<file path="src/rtl/lzd_denorm_48.sv">
// -----------------------------------------------------------------------------
// lzd_denorm_48
//
// Purpose
//   Undoes leading-zero normalization. The mantissa arrives left-aligned (MSB
//   set) together with the leading-zero count produced by the 48-bit LZD. The
//   block right-shifts it by that count to restore the fixed-point scaling.
//   The shift is split across three pipeline stages:
//     stage 1 : shift by cnt[5:4] * 16  (0/16/32/48)
//     stage 2 : shift by cnt[3:2] * 4   (0/4/8/12)
//     stage 3 : shift by cnt[1:0]       (0..3), optional rounding, output regs
//   Every bit shifted out is ORed into a sticky (inexact) flag.
//
// Configuration
//   LZD_DENORM_ROUND_EN : when defined, stage 3 applies round-to-nearest-even
//                         using a separately tracked guard bit. When undefined
//                         the result is truncated, and only a single combined
//                         sticky bit is carried down the pipe.
//
// Parameters
//   W  : data width, fixed at 48 (the shift slices below assume 48)
//   CW : shift-count width (6)
//
// Ports
//   clk         in   system clock, rising edge
//   reset       in   asynchronous active-high reset
//   in_valid    in   upstream word present
//   in_ready    out  block accepts a word this cycle
//   in_mant     in   normalized mantissa
//   in_cnt      in   right-shift amount 0..63
//   in_nz       in   LZD valid flag; 0 means the original value was zero
//   out_valid   out  output word present
//   out_ready   in   downstream accepts the word
//   out_data    out  denormalized result
//   out_sticky  out  OR of every bit shifted out (pre-round inexactness)
//   out_zero    out  result is exactly zero
//
// Handshake: a word moves across an interface on a rising clk edge where that
// interface has valid && ready. A stage register loads when it is empty or
// its successor is loading this cycle, so ready propagates combinationally
// from out_ready back to in_ready and a full pipe streams one word per cycle.
// While out_valid is high and out_ready low the output registers hold.
// -----------------------------------------------------------------------------
module lzd_denorm_48 #(
  parameter int W  = 48,
  parameter int CW = 6
) (
  input  logic          clk,
  input  logic          reset,
  input  logic          in_valid,
  output logic          in_ready,
  input  logic [W-1:0]  in_mant,
  input  logic [CW-1:0] in_cnt,
  input  logic          in_nz,
  output logic          out_valid,
  input  logic          out_ready,
  output logic [W-1:0]  out_data,
  output logic          out_sticky,
  output logic          out_zero
);

  // Shift result: data, the bit just below the data LSB (guard), and the OR of
  // everything further below (below).
  typedef struct packed {
    logic [47:0] d;
    logic        g;
    logic        b;
  } sh_t;

  // Coarse shift by sel*16 straight from the input (nothing shifted out yet).
  function automatic sh_t shift16(input logic [47:0] m, input logic [1:0] sel);
    sh_t r;
    r = '0;
    case (sel)
      2'd0: begin r.d = m;                    r.g = 1'b0;   r.b = 1'b0;      end
      2'd1: begin r.d = {16'b0, m[47:16]};    r.g = m[15];  r.b = |m[14:0];  end
      2'd2: begin r.d = {32'b0, m[47:32]};    r.g = m[31];  r.b = |m[30:0];  end
      default: begin r.d = '0;                r.g = m[47];  r.b = |m[46:0];  end
    endcase
    return r;
  endfunction

  // Middle shift by sel*4. The old guard drops into 'below' once anything
  // further is shifted out.
  function automatic sh_t shift4(input sh_t x, input logic [1:0] sel);
    sh_t r;
    r = x;
    case (sel)
      2'd0: r = x;
      2'd1: begin r.d = {4'b0,  x.d[47:4]};  r.g = x.d[3];  r.b = x.b | x.g | (|x.d[2:0]);  end
      2'd2: begin r.d = {8'b0,  x.d[47:8]};  r.g = x.d[7];  r.b = x.b | x.g | (|x.d[6:0]);  end
      default: begin r.d = {12'b0, x.d[47:12]}; r.g = x.d[11]; r.b = x.b | x.g | (|x.d[10:0]); end
    endcase
    return r;
  endfunction

  // Fine shift by sel (0..3).
  function automatic sh_t shift1(input sh_t x, input logic [1:0] sel);
    sh_t r;
    r = x;
    case (sel)
      2'd0: r = x;
      2'd1: begin r.d = {1'b0, x.d[47:1]}; r.g = x.d[0]; r.b = x.b | x.g;                  end
      2'd2: begin r.d = {2'b0, x.d[47:2]}; r.g = x.d[1]; r.b = x.b | x.g | x.d[0];         end
      default: begin r.d = {3'b0, x.d[47:3]}; r.g = x.d[2]; r.b = x.b | x.g | (|x.d[1:0]); end
    endcase
    return r;
  endfunction

  // ---------------------------------------------------------------------------
  // Pipeline registers
  // ---------------------------------------------------------------------------
  logic        s1_valid_q, s1_valid_d;
  logic [47:0] s1_data_q,  s1_data_d;
  logic        s1_sticky_q, s1_sticky_d;
  logic [3:0]  s1_cnt_q,   s1_cnt_d;
  logic        s1_zero_q,  s1_zero_d;

  logic        s2_valid_q, s2_valid_d;
  logic [47:0] s2_data_q,  s2_data_d;
  logic        s2_sticky_q, s2_sticky_d;
  logic [1:0]  s2_cnt_q,   s2_cnt_d;
  logic        s2_zero_q,  s2_zero_d;

`ifdef LZD_DENORM_ROUND_EN
  // Guard bits travel separately so stage 3 can round; the *_sticky_q
  // registers then hold only the bits below the guard.
  logic        s1_guard_q, s1_guard_d;
  logic        s2_guard_q, s2_guard_d;
`endif

  logic        out_valid_q,  out_valid_d;
  logic [47:0] out_data_q,   out_data_d;
  logic        out_sticky_q, out_sticky_d;
  logic        out_zero_q,   out_zero_d;

  // ---------------------------------------------------------------------------
  // Flow control
  // ---------------------------------------------------------------------------
  logic load3, load2, load1;

  assign load3    = ~out_valid_q | out_ready;
  assign load2    = ~s2_valid_q  | load3;
  assign load1    = ~s1_valid_q  | load2;
  assign in_ready = load1;

  // ---------------------------------------------------------------------------
  // Stage 1: coarse shift
  // ---------------------------------------------------------------------------
  sh_t st1;

  always_comb begin
    st1         = shift16(in_mant, in_cnt[5:4]);
    s1_valid_d  = in_valid;
    s1_cnt_d    = in_cnt[3:0];
    s1_zero_d   = ~in_nz;
    s1_data_d   = in_nz ? st1.d : '0;
`ifdef LZD_DENORM_ROUND_EN
    s1_guard_d  = in_nz & st1.g;
    s1_sticky_d = in_nz & st1.b;
`else
    s1_sticky_d = in_nz & (st1.g | st1.b);
`endif
  end

  // ---------------------------------------------------------------------------
  // Stage 2: middle shift
  // ---------------------------------------------------------------------------
  sh_t st2_in, st2;

  always_comb begin
    st2_in.d    = s1_data_q;
`ifdef LZD_DENORM_ROUND_EN
    st2_in.g    = s1_guard_q;
`else
    // With a single combined sticky, feeding it in as 'below' with a zero
    // guard gives the same OR of dropped bits.
    st2_in.g    = 1'b0;
`endif
    st2_in.b    = s1_sticky_q;
    st2         = shift4(st2_in, s1_cnt_q[3:2]);
    s2_valid_d  = s1_valid_q;
    s2_cnt_d    = s1_cnt_q[1:0];
    s2_zero_d   = s1_zero_q;
    s2_data_d   = st2.d;
`ifdef LZD_DENORM_ROUND_EN
    s2_guard_d  = st2.g;
    s2_sticky_d = st2.b;
`else
    s2_sticky_d = st2.g | st2.b;
`endif
  end

  // ---------------------------------------------------------------------------
  // Stage 3: fine shift, optional rounding, output
  // ---------------------------------------------------------------------------
  sh_t         st3_in, st3;
  logic [47:0] result;

  always_comb begin
    st3_in.d = s2_data_q;
`ifdef LZD_DENORM_ROUND_EN
    st3_in.g = s2_guard_q;
`else
    st3_in.g = 1'b0;
`endif
    st3_in.b = s2_sticky_q;
    st3      = shift1(st3_in, s2_cnt_q);
    result   = st3.d;
`ifdef LZD_DENORM_ROUND_EN
    // Nearest-even: round up above the halfway point, or exactly at it when
    // the LSB is odd. A carry out of bit 47 is impossible for cnt >= 1, but
    // saturate rather than wrap in case it ever happens.
    if (st3.g & (st3.b | st3.d[0])) begin
      result = (&st3.d) ? st3.d : st3.d + 48'd1;
    end
`endif
    out_valid_d  = s2_valid_q;
    out_data_d   = result;
    out_sticky_d = st3.g | st3.b;
    out_zero_d   = s2_zero_q | (result == 48'd0);
  end

  // ---------------------------------------------------------------------------
  // Registers
  // ---------------------------------------------------------------------------
  always_ff @(posedge clk or posedge reset) begin
    if (reset) begin
      s1_valid_q  <= 1'b0;
      s1_data_q   <= '0;
      s1_sticky_q <= 1'b0;
      s1_cnt_q    <= '0;
      s1_zero_q   <= 1'b0;
`ifdef LZD_DENORM_ROUND_EN
      s1_guard_q  <= 1'b0;
`endif
    end else if (load1) begin
      s1_valid_q <= s1_valid_d;
      if (in_valid) begin
        s1_data_q   <= s1_data_d;
        s1_sticky_q <= s1_sticky_d;
        s1_cnt_q    <= s1_cnt_d;
        s1_zero_q   <= s1_zero_d;
`ifdef LZD_DENORM_ROUND_EN
        s1_guard_q  <= s1_guard_d;
`endif
      end
    end
  end

  always_ff @(posedge clk or posedge reset) begin
    if (reset) begin
      s2_valid_q  <= 1'b0;
      s2_data_q   <= '0;
      s2_sticky_q <= 1'b0;
      s2_cnt_q    <= '0;
      s2_zero_q   <= 1'b0;
`ifdef LZD_DENORM_ROUND_EN
      s2_guard_q  <= 1'b0;
`endif
    end else if (load2) begin
      s2_valid_q <= s2_valid_d;
      if (s1_valid_q) begin
        s2_data_q   <= s2_data_d;
        s2_sticky_q <= s2_sticky_d;
        s2_cnt_q    <= s2_cnt_d;
        s2_zero_q   <= s2_zero_d;
`ifdef LZD_DENORM_ROUND_EN
        s2_guard_q  <= s2_guard_d;
`endif
      end
    end
  end

  always_ff @(posedge clk or posedge reset) begin
    if (reset) begin
      out_valid_q  <= 1'b0;
      out_data_q   <= '0;
      out_sticky_q <= 1'b0;
      out_zero_q   <= 1'b0;
    end else if (load3) begin
      out_valid_q <= out_valid_d;
      // Data registers only change when a real word arrives, so the last
      // result stays visible while the output is idle or stalled.
      if (s2_valid_q) begin
        out_data_q   <= out_data_d;
        out_sticky_q <= out_sticky_d;
        out_zero_q   <= out_zero_d;
      end
    end
  end

  assign out_valid  = out_valid_q;
  assign out_data   = out_data_q;
  assign out_sticky = out_sticky_q;
  assign out_zero   = out_zero_q;

endmodule

</file>
<file path="config.mk">
export PLATFORM = sky130hd
export DESIGN_NAME = lzd_denorm_48
export DESIGN_NICKNAME = d
export VERILOG_FILES = /design/src/rtl/lzd_denorm_48.sv
export SDC_FILE = /design/constraint.sdc
export NUM_CORES = 1
export LEC_CHECK = 0
export BUFFER_PORTS_ARGS = -buffer_cell sky130_fd_sc_hd__clkbuf_2
export CAP_MARGIN = 20
export CORE_UTILIZATION = 50
export CTS_CLUSTER_SIZE = 8
export DETAILED_ROUTE_END_ITERATION = 12
export PLACE_DENSITY = 0.7
export REMOVE_ABC_BUFFERS = 1
export SETUP_SLACK_MARGIN = 0.1
export SLEW_MARGIN = 20
export SYNTH_ARGS = -nofsm -noshare
export SYNTH_HDL_FRONTEND = slang
export SYNTH_SLANG_ARGS = --single-unit
</file>
<file path="constraint.sdc">
create_clock -name clk -period 12.8 [get_ports clk]
set_input_delay 2.56 -clock clk [delete_from_list [all_inputs] [get_ports clk]]
set_output_delay 2.56 -clock clk [all_outputs]
set_load 0.01 [all_outputs]
</file>
==> flow_metrics.env, run 1 <==
export IMPL_clock_latency_ps=430
export IMPL_grt_remaining_overflow=0
export IMPL_antenna_cells=0
export IMPL_synth_top_area_frac=0.458
export IMPL_drcViolationCount=0
export IMPL_worstRegToRegCells=6
export IMPL_multi_input_area_mm2=0.00435
export IMPL_worst_ep_required_time_ps=10240
export IMPL_routed_via_density=6.00
export IMPL_ioPinCount=111
export IMPL_fin_ws_ps=7200
export IMPL_htreeDepth=4
export IMPL_ys_warn_count=0
export IMPL_detail_route_antenna_nets=0
export IMPL_ys_ff_latch=159
export IMPL_avgRoutedWirePerCell_um=18.2
export IMPL_worst_slew_pin_transition_ps=1050
export IMPL_worst_r2r_setup_slack_ps=10250
export IMPL_vdd_ir_drop_worst_uv=103
export IMPL_initial_core_util=0.518
export IMPL_power_density_mw_per_mm2=158
export IMPL_root_buffer="clkbuf_16"
export IMPL_num_vias=7083
export IMPL_min_period_ps=5600
export IMPL_final_nets=1010
export IMPL_synth_area_mm2=0.00868
export IMPL_arrival_ps=3040
export IMPL_synthTopCellsByArea="dfrtp_1 46%, nand2_1 6.7%, mux2i_1 5.7%, mux2_2 5.6%, a222oi_1 4.6%"
export IMPL_setup_viol=0
export IMPL_ys_flop_type="dfrtp_1"
export IMPL_row_count=47
export IMPL_instances_no_fill=1180
export IMPL_firstDrtPassIters=6
export IMPL_rsz0062_at_grt="false"
export IMPL_drv_cap=0
export IMPL_cts_resized=0
export IMPL_clock_sinks=159
export IMPL_synthArstFlopShare=1.00
export IMPL_seq_area_mm2=0.00398
export IMPL_synth_edf_count=0
export IMPL_critPathLaunchType="primary input"
export IMPL_antenna_found_initial=0
export IMPL_setup_tns_ps=0
export IMPL_hp_class="flop to flop"
export IMPL_layout_drive_gt1_share=0.229
export IMPL_skew_ps=7.96
export IMPL_holdCritStartpoint="out_data[34]$_DFFE_PP0P_"
export IMPL_synth_seq_area_share=0.458
export IMPL_hold_depth=2
export IMPL_fmaxAchievable_mhz=179
export IMPL_r2r_start="s2_cnt_q[1]$_DFFE_PP0P_"
export IMPL_postCtsSetupBuffers=0
export IMPL_clockBufferDepth=2
export IMPL_p_leak_nw=4.48
export IMPL_grt_use_total=0.253
export IMPL_finalHoldViolCount=0
export IMPL_grt_pass1_vias=6518
export IMPL_hold_end="out_data[34]$_DFFE_PP0P_"
export IMPL_cts_clk_slew_worst_paths_ps=60
export IMPL_grt_max_degree=100
export IMPL_ys_types=49
export IMPL_hold_buffers=0
export IMPL_critPathKind="primary input to output port"
export IMPL_numCtsBuffers=17
export IMPL_finalPower_mw=1.57
export IMPL_rr_endpoint="out_zero$_DFFE_PP0P_"
export IMPL_outcome="completed"
export IMPL_synth_area_per_cell_um2=9.81
export IMPL_fillers=1488
export IMPL_maxSlewViolCount=0
export IMPL_relSlewSlack=0.300
export IMPL_netlist_instances=885
export IMPL_post_route_period_util=0.438
export IMPL_drtIter0Drc=883
export IMPL_cp_max_fo=3
export IMPL_die_x_um=134
export IMPL_area_delta_synth_final_pct=14.0
export IMPL_yosysTopAreaCell="dfrtp_1"
export IMPL_die_area_mm2=0.0179
export IMPL_die_h_um=134
export IMPL_numPortBuffers=110
export IMPL_globalplace_congestion=0.882
export IMPL_core_region_area_mm2=0.0168
export IMPL_placedCellCount=1147
export IMPL_postRouteWirelength_mm=21.5
export IMPL_dpl_hpwl_mm=15.0
export IMPL_worst_setup_path_end_kind="output port"
export IMPL_grt_pass1_wl_mm=35.2
export IMPL_cts_tree="built"
export IMPL_pre_cts_ws_ps=7200
synthesized netlist by cell type (3+ instances only):
cell type / count
a21oi_1: 55
a222oi_1: 40
a22o_1: 16
a22oi_1: 5
buf_1: 14
buf_2: 13
clkbuf_1: 48
dfrtp_1: 159
ha_1: 4
inv_1: 7
mux2_1: 3
mux2_2: 43
mux2i_1: 49
mux4_1: 6
mux4_2: 13
nand2_1: 156
nand2b_1: 8
nand3_1: 4
nand4_1: 4
nor2_1: 55
nor4_1: 21
o21ai_0: 52
o21ai_1: 53
o31ai_1: 25
sequential cells by signal, indices dropped and copies added, names as in the netlist:
name / flops
out_valid_d: 1
s2_zero_q: 1
out_sticky: 1
out_zero: 1
out_data: 48
s1_valid_q: 1
s1_cnt_q: 4
out_valid: 1
s1_zero_q: 1
s2_sticky_q: 1
s2_data_q: 48
s1_sticky_q: 1
s2_cnt_q: 2
s1_data_q: 48
critical path, stage by stage:
cell and delay, ps:
clkbuf_2 80, nand4b_1 230, clkbuf_2 170
cell families after synthesis:
family / Yosys count / synth area share
AO/OA/AOI/OAI: 262 / 0.196
AND/OR/NAND/NOR: 260 / 0.128
flip-flops: 159 / 0.458
multiplexers: 115 / 0.170
buffers and inverters: 85 / 0.0422
adder cells (fa/ha/maj): 4 / 0.00577
final cells by class:
cell class | instances | area share
sequential | 159 | 0.402
clock inverter | 10 | 0.0135
tap | 220 | 0.0278
multi-input combinational | 641 | 0.439
timing repair buffer | 121 | 0.0660
clock buffer | 22 | 0.0479
inverter | 7 | 0.00316
through the flow:
step	cell area [um^2]	hold slack, ps	utilization
6_report	9900	477	0.590
5_1_grt	9900	504	0.590
2_1_floorplan	8340	448	-
3_3_place_gp	9260	463	0.553
4_1_cts	9870	483	0.589
3_5_place_dp	9260	470	0.553
power by group:
group | total [mW] | switching, mW | internal, mW
clock | 0.519 | 0.197 | 0.321
combinational | 0.405 | 0.234 | 0.171
sequential | 0.642 | 0.0656 | 0.576
total | 1.57 | 0.497 | 1.07
cell usage in the layout, fill, tap and decap left out, types with 3 or more instances in the layout:
cell       instances
inv_1              6
bufinv_16          3
a22oi_1            5
nand2_1          153
o21ai_0           52
a222oi_1          40
dfrtp_1          157
nor2_1            55
mux2_1             3
mux4_2            13
a21oi_1           55
mux2i_1           49
o21ai_1           53
clkbuf_8           3
nand2b_1           8
clkbuf_2         110
clkinv_2           4
buf_4             10
nand2_2            3
mux4_1             6
clkbuf_16         17
nand3_1            4
o31ai_1           25
a22o_1            16
nand4_1            4
mux2_2            43
nor4_1            21
layer usage:
metal / part of all wire / vias to the layer above / routed length [um] / track usage
met5: 0 / - / 0 / 0
met4: 0.013 / 0 / 279 / 0.0751
met3: 0.060 / 23 / 1290 / 0.0453
met2: 0.44 / 268 / 9470 / 0.372
met1: 0.49 / 3359 / 10500 / 0.381
li1: - / 3433 / - / -
how the worst max path moves through the flow:
stage	start	slack, ps	depth (start not counted)	endpoint
after floorplan	reset	5950	1	out_data[0]$_DFFE_PP0P_
after global placement	out_ready	7210	3	in_ready
after detailed placement	out_ready	7200	3	in_ready
after CTS	out_ready	7200	3	in_ready
after global routing	out_ready	7160	3	in_ready
final	out_ready	7200	3	in_ready
(Power assumes the default switching activity.)
==> run 2, diff against run 1 <==
ABC_AREA = 1   (was unset)
clock period = 5.7 ns   (was 12.8 ns; I/O delays follow)
==> flow_metrics.env, run 2 <==
export IMPL_min_period_ps=3040
export IMPL_num_vias=8891
export IMPL_die_area_mm2=0.0183
export IMPL_synth_seq_area_share=0.448
export IMPL_numPortBuffers=110
export IMPL_synthTopCellsByArea="dfrtp_1 45%, nand2_1 15%, o21ai_0 10%, inv_1 4.9%, nand3_1 4.6%"
export IMPL_drtIter0Drc=1196
export IMPL_hp_class="flop to flop"
export IMPL_synthAdderAreaFrac=0.00563
export IMPL_finalHoldViolCount=0
export IMPL_ys_types=24
export IMPL_detail_route_antenna_nets=0
export IMPL_antenna_found_initial=0
export IMPL_firstDrtPassIters=6
export IMPL_synth_compound_area_frac=0.227
export IMPL_synth_top_family_by_area="simple AND/OR/NAND/NOR gates"
export IMPL_hold_ws_ps=482
export IMPL_synthArstFlopShare=1.00
export IMPL_core_region_area_mm2=0.0174
export IMPL_post_route_period_util=0.533
export IMPL_routed_via_density=5.75
export IMPL_worst_ep_required_time_ps=5990
export IMPL_clockBufferDepth=2
export IMPL_initial_core_util=0.512
export IMPL_avgRoutedWirePerCell_um=16.6
export IMPL_ioPinCount=111
export IMPL_numCtsBuffers=17
export IMPL_synth_area_mm2=0.00889
export IMPL_maxSlewViolCount=0
export IMPL_clock_sinks=159
export IMPL_antenna_cells=0
export IMPL_row_count=48
export IMPL_ys_ff_latch=159
export IMPL_synth_area_per_cell_um2=7.16
export IMPL_post_synth_top_count_cell="nand2_1"
export IMPL_final_cell_mix="365 x nand2_1, 185 x o21ai_0, 159 x dfrtp_1"
export IMPL_layout_commonest_cell="nand2_1"
export IMPL_synth_mux_area_frac=0
export IMPL_critPathKind="primary input to flop"
export IMPL_synth_edf_count=0
export IMPL_area_delta_synth_final_pct=14.2
export IMPL_grt_pass1_wl_mm=41.5
export IMPL_cts_clk_slew_worst_paths_ps=60
export IMPL_ys_warn_count=0
export IMPL_ys_flop_type="dfrtp_1"
export IMPL_htreeDepth=4
export IMPL_postRouteWirelength_mm=25.7
export IMPL_synth_top_area_frac=0.448
export IMPL_grt_remaining_overflow=0
export IMPL_worst_setup_path_end_kind="flop"
export IMPL_postCtsSetupBuffers=0
export IMPL_grt_use_total=0.292
export IMPL_relSlewSlack=0.276
export IMPL_cp_max_fo=32
export IMPL_drv_cap=0
export IMPL_arrival_ps=3330
export IMPL_cts_resized=0
export IMPL_p_leak_nw=4.73
export IMPL_final_nets=1370
export IMPL_postPlaceCellArea_mm2=0.00953
export IMPL_fmaxAchievable_mhz=329
export IMPL_layout_drive_gt1_share=0.128
export IMPL_cts_tree="built"
export IMPL_worst_slew_pin_transition_ps=1080
export IMPL_critPathLaunchType="primary input"
export IMPL_dpl_hpwl_mm=18.4
export IMPL_vdd_ir_drop_worst_uv=241
export IMPL_pre_cts_ws_ps=2260
export IMPL_skew_ps=10.4
export IMPL_netlist_instances=1241
export IMPL_hold_buffers=0
export IMPL_synth_common_cells="366 x nand2_1, 185 x o21ai_0, 159 x dfrtp_1, 116 x inv_1, 81 x nand3_1"
export IMPL_clock_latency_ps=430
export IMPL_final_area_mm2=0.0102
export IMPL_power_density_mw_per_mm2=433
export IMPL_grt_max_degree=105
export IMPL_synth_xor_xnor_area_share=0
export IMPL_die_h_um=135
export IMPL_drcViolationCount=0
export IMPL_root_buffer="clkbuf_16"
export IMPL_outcome="completed"
export IMPL_grt_pass1_vias=7866
export IMPL_setup_tns_ps=0
export IMPL_yosysTopAreaCell="dfrtp_1"
export IMPL_die_x_um=135
export IMPL_globalplace_congestion=0.934
export IMPL_setup_viol=0
export IMPL_rsz0062_at_grt="false"
export IMPL_synth_simple_area_share=0.233
export IMPL_fin_ws_ps=2660
-- run 2: cells by family after synthesis --
family                   Yosys count
AND/OR/NAND/NOR                  512
AO/OA/AOI/OAI                    364
adder cells (fa/ha/maj)            4
buffers and inverters            202
flip-flops                       159
-- run 2: cell type report --
class | count | area, um^2
Sequential cell | 159 | 3980
Tap cell | 225 | 282
Multi-Input combinational cell | 880 | 4140
Inverter | 122 | 463
Fill cell | 1655 | 7200
Clock inverter | 13 | 139
Clock buffer | 19 | 453
Timing Repair Buffer | 127 | 698
-- run 2: power by group --
part	total [mW]	switching, mW	leakage (nW)	internal, mW
clock	1.14	0.474	0.294	0.669
sequential	1.63	0.224	2.11	1.41
combinational	1.62	1.11	2.33	0.517
total	4.40	1.80	4.73	2.59
-- run 2: path summary, 6_finish.rpt --
kind	startpoint	endpoint	slack (ps)	depth (start not counted)
min reg2reg	out_data[6]$_DFFE_PP0P_	out_data[6]$_DFFE_PP0P_	480	2
min	out_data[6]$_DFFE_PP0P_	out_data[6]$_DFFE_PP0P_	480	2
max	out_ready	s1_data_q[32]$_DFFE_PP0P_	2660	11
max reg2reg	s2_cnt_q[0]$_DFFE_PP0P_	out_zero$_DFFE_PP0P_	2840	11
max in group asynchronous	reset	out_data[1]$_DFFE_PP0P_	3590	3
min in group asynchronous	reset	out_data[30]$_DFFE_PP0P_	860	2
-- run 2: stage by stage --
stage	total power [mW]	utilization	instances
after floorplan	2.64	-	1161
after global placement	3.22	0.549	1512
after detailed placement	3.24	0.549	1512
after CTS	4.38	0.583	1544
after global routing	4.70	0.585	1545
final	4.40	0.585	1545
-- run 2: per-layer routing --
metal | routed length, um | share of wire | GRT usage
met1 | 12100 | 0.47 | 0.433
met2 | 11200 | 0.44 | 0.429
met3 | 1800 | 0.070 | 0.0464
met4 | 569 | 0.022 | 0.106
met5 | 0 | 0 | 0
-- run 2: worst max-delay path, stage by stage --
cell      delay [ps]
clkbuf_2          80
inv_1             40
nand2_1           80
nor2_1           130
nand2_1          100
nand2_1          750
inv_1            140
nand2_1          130
inv_2            150
nand2_1          420
o21ai_0          150
==> run 3, diff against run 2 <==
clock period = 2.85 ns   (was 5.7 ns; I/O delays follow)
==> flow_metrics.env, run 3 (same netlist as run 2, synthesis figures left out) <==
export IMPL_final_cell_mix="365 x nand2_1, 185 x o21ai_0, 159 x dfrtp_1"
export IMPL_clock_sinks=159
export IMPL_initial_core_util=0.512
export IMPL_grt_use_total=0.304
export IMPL_postPlaceCellArea_mm2=0.00969
export IMPL_final_area_mm2=0.0103
export IMPL_p_switching_mw=3.66
export IMPL_outcome="completed"
export IMPL_drtIter0Drc=985
export IMPL_rsz0062_at_grt="false"
export IMPL_hold_ws_ps=187
export IMPL_cp_max_fo=19
export IMPL_intPower_mw=5.31
export IMPL_p_clk_frac=0.263
export IMPL_layout_drive_gt1_share=0.134
export IMPL_combPwrFrac=0.367
export IMPL_setup_viol=0
export IMPL_die_x_um=135
export IMPL_post_route_period_util=0.872
export IMPL_setup_tns_ps=0
export IMPL_die_area_mm2=0.0183
export IMPL_multi_input_area_mm2=0.00414
export IMPL_postRouteWirelength_mm=27.0
export IMPL_core_region_area_mm2=0.0174
export IMPL_vdd_ir_drop_worst_uv=458
export IMPL_min_period_ps=2490
export IMPL_skew_ps=10.9
export IMPL_fillers=1670
export IMPL_postCtsSetupBuffers=0
export IMPL_pwr_share_seq=0.370
export IMPL_finalPower_mw=8.97
export IMPL_htreeDepth=4
export IMPL_final_util=0.593
export IMPL_finalHoldViolCount=0
export IMPL_critPathKind="flop to flop"
export IMPL_hold_buffers=0
export IMPL_die_h_um=135
export IMPL_fmaxAchievable_mhz=402
export IMPL_dpl_hpwl_mm=19.7
export IMPL_drv_cap=0
export IMPL_ioPinCount=111
export IMPL_globalplace_congestion=0.918
export IMPL_critPathLaunchType="flop"
export IMPL_detail_route_antenna_nets=0
export IMPL_avgRoutedWirePerCell_um=17.3
export IMPL_hp_class="primary input to asynchronous set/reset pin"
export IMPL_final_nets=1381
export IMPL_grt_remaining_overflow=0
export IMPL_worst_setup_path_end_kind="flop"
export IMPL_area_delta_synth_final_pct=15.8
export IMPL_cts_clk_slew_worst_paths_ps=70
export IMPL_power_density_mw_per_mm2=872
export IMPL_grt_pass1_vias=8178
export IMPL_firstDrtPassIters=5
export IMPL_numCtsBuffers=17
export IMPL_root_buffer="clkbuf_16"
export IMPL_cts_tree="built"
export IMPL_relSlewSlack=0.470
export IMPL_routed_via_density=5.79
export IMPL_cts_resized=0
export IMPL_grt_max_degree=63
export IMPL_p_sw_frac=0.408
export IMPL_antenna_cells=0
export IMPL_p_leak_nw=4.80
export IMPL_numPortBuffers=110
export IMPL_drcViolationCount=0
export IMPL_worst_slew_pin_transition_ps=795
export IMPL_clockBufferDepth=2
export IMPL_arrival_ps=2800
export IMPL_grt_pass1_wl_mm=43.2
export IMPL_num_vias=9013
export IMPL_antenna_found_initial=0
export IMPL_maxSlewViolCount=0
export IMPL_worst_ep_required_time_ps=3170
export IMPL_row_count=48
export IMPL_seq_area_mm2=0.00398
export IMPL_clock_latency_ps=430
export IMPL_layout_commonest_cell="nand2_1"
[run 3: metal layers]
| metal | up-vias | global-route usage | part of all wire |
|---|---|---|---|
| met2 | 454 | 0.445 | 0.44 |
| met5 | - | 0 | 0 |
| met1 | 4191 | 0.446 | 0.45 |
| met4 | 0 | 0.113 | 0.025 |
| met3 | 54 | 0.0557 | 0.085 |
| li1 | 4314 | - | - |
[run 3: area by class of cell]
cell class | count | area share
inverters | 122 | 0.0450
clock inverters | 13 | 0.0158
flip-flops and latches | 159 | 0.387
clock buffers | 19 | 0.0430
multi-input cells | 880 | 0.402
well taps | 225 | 0.0274
repair buffers | 138 | 0.0800
[run 3: final timing paths]
kind,start,endpoint,slack [ps],cells past startpoint
max,s2_cnt_q[0]$_DFFE_PP0P_,out_zero$_DFFE_PP0P_,360,11
min,reset,out_valid_d$_DFFE_PP0P_,190,2
max reg2reg,s2_cnt_q[0]$_DFFE_PP0P_,out_zero$_DFFE_PP0P_,360,11
min reg2reg,out_data[47]$_DFFE_PP0P_,out_data[47]$_DFFE_PP0P_,480,2
max in group asynchronous,reset,s1_sticky_q$_DFFE_PP0P_,1960,3
min in group clk,in_cnt[0],s1_cnt_q[0]$_DFFE_PP0P_,330,3
[run 3: critical path: stages (launching register included)]
cell and delay [ps]:
dfrtp_1 690, inv_2 300, nor2_2 680, nand2_1 120, nand3_1 100, nand2_1 70
nand2_1 60, nor2_1 40, nand2_1 90, nor2_1 70, nand3_1 80, a21oi_1 60
[run 3: stage by stage]
stage               worst slack (ps)  instances
finish                           365       1556
floorplan                      -2010       1161
CTS                              418       1556
global route                     116       1556
detailed placement               436       1524
global placement                 525       1524
[run 3: power by group through the flow]
| stage | clock network, mW | logic, mW | registers, mW |
|---|---|---|---|
| global placement | 0 | 3.24 | 3.33 |
| global route | 2.48 | 3.68 | 3.40 |
| detailed placement | 0 | 3.26 | 3.34 |
| finish | 2.36 | 3.29 | 3.32 |
| CTS | 2.39 | 3.28 | 3.30 |
| floorplan | 0 | 1.87 | 3.40 |
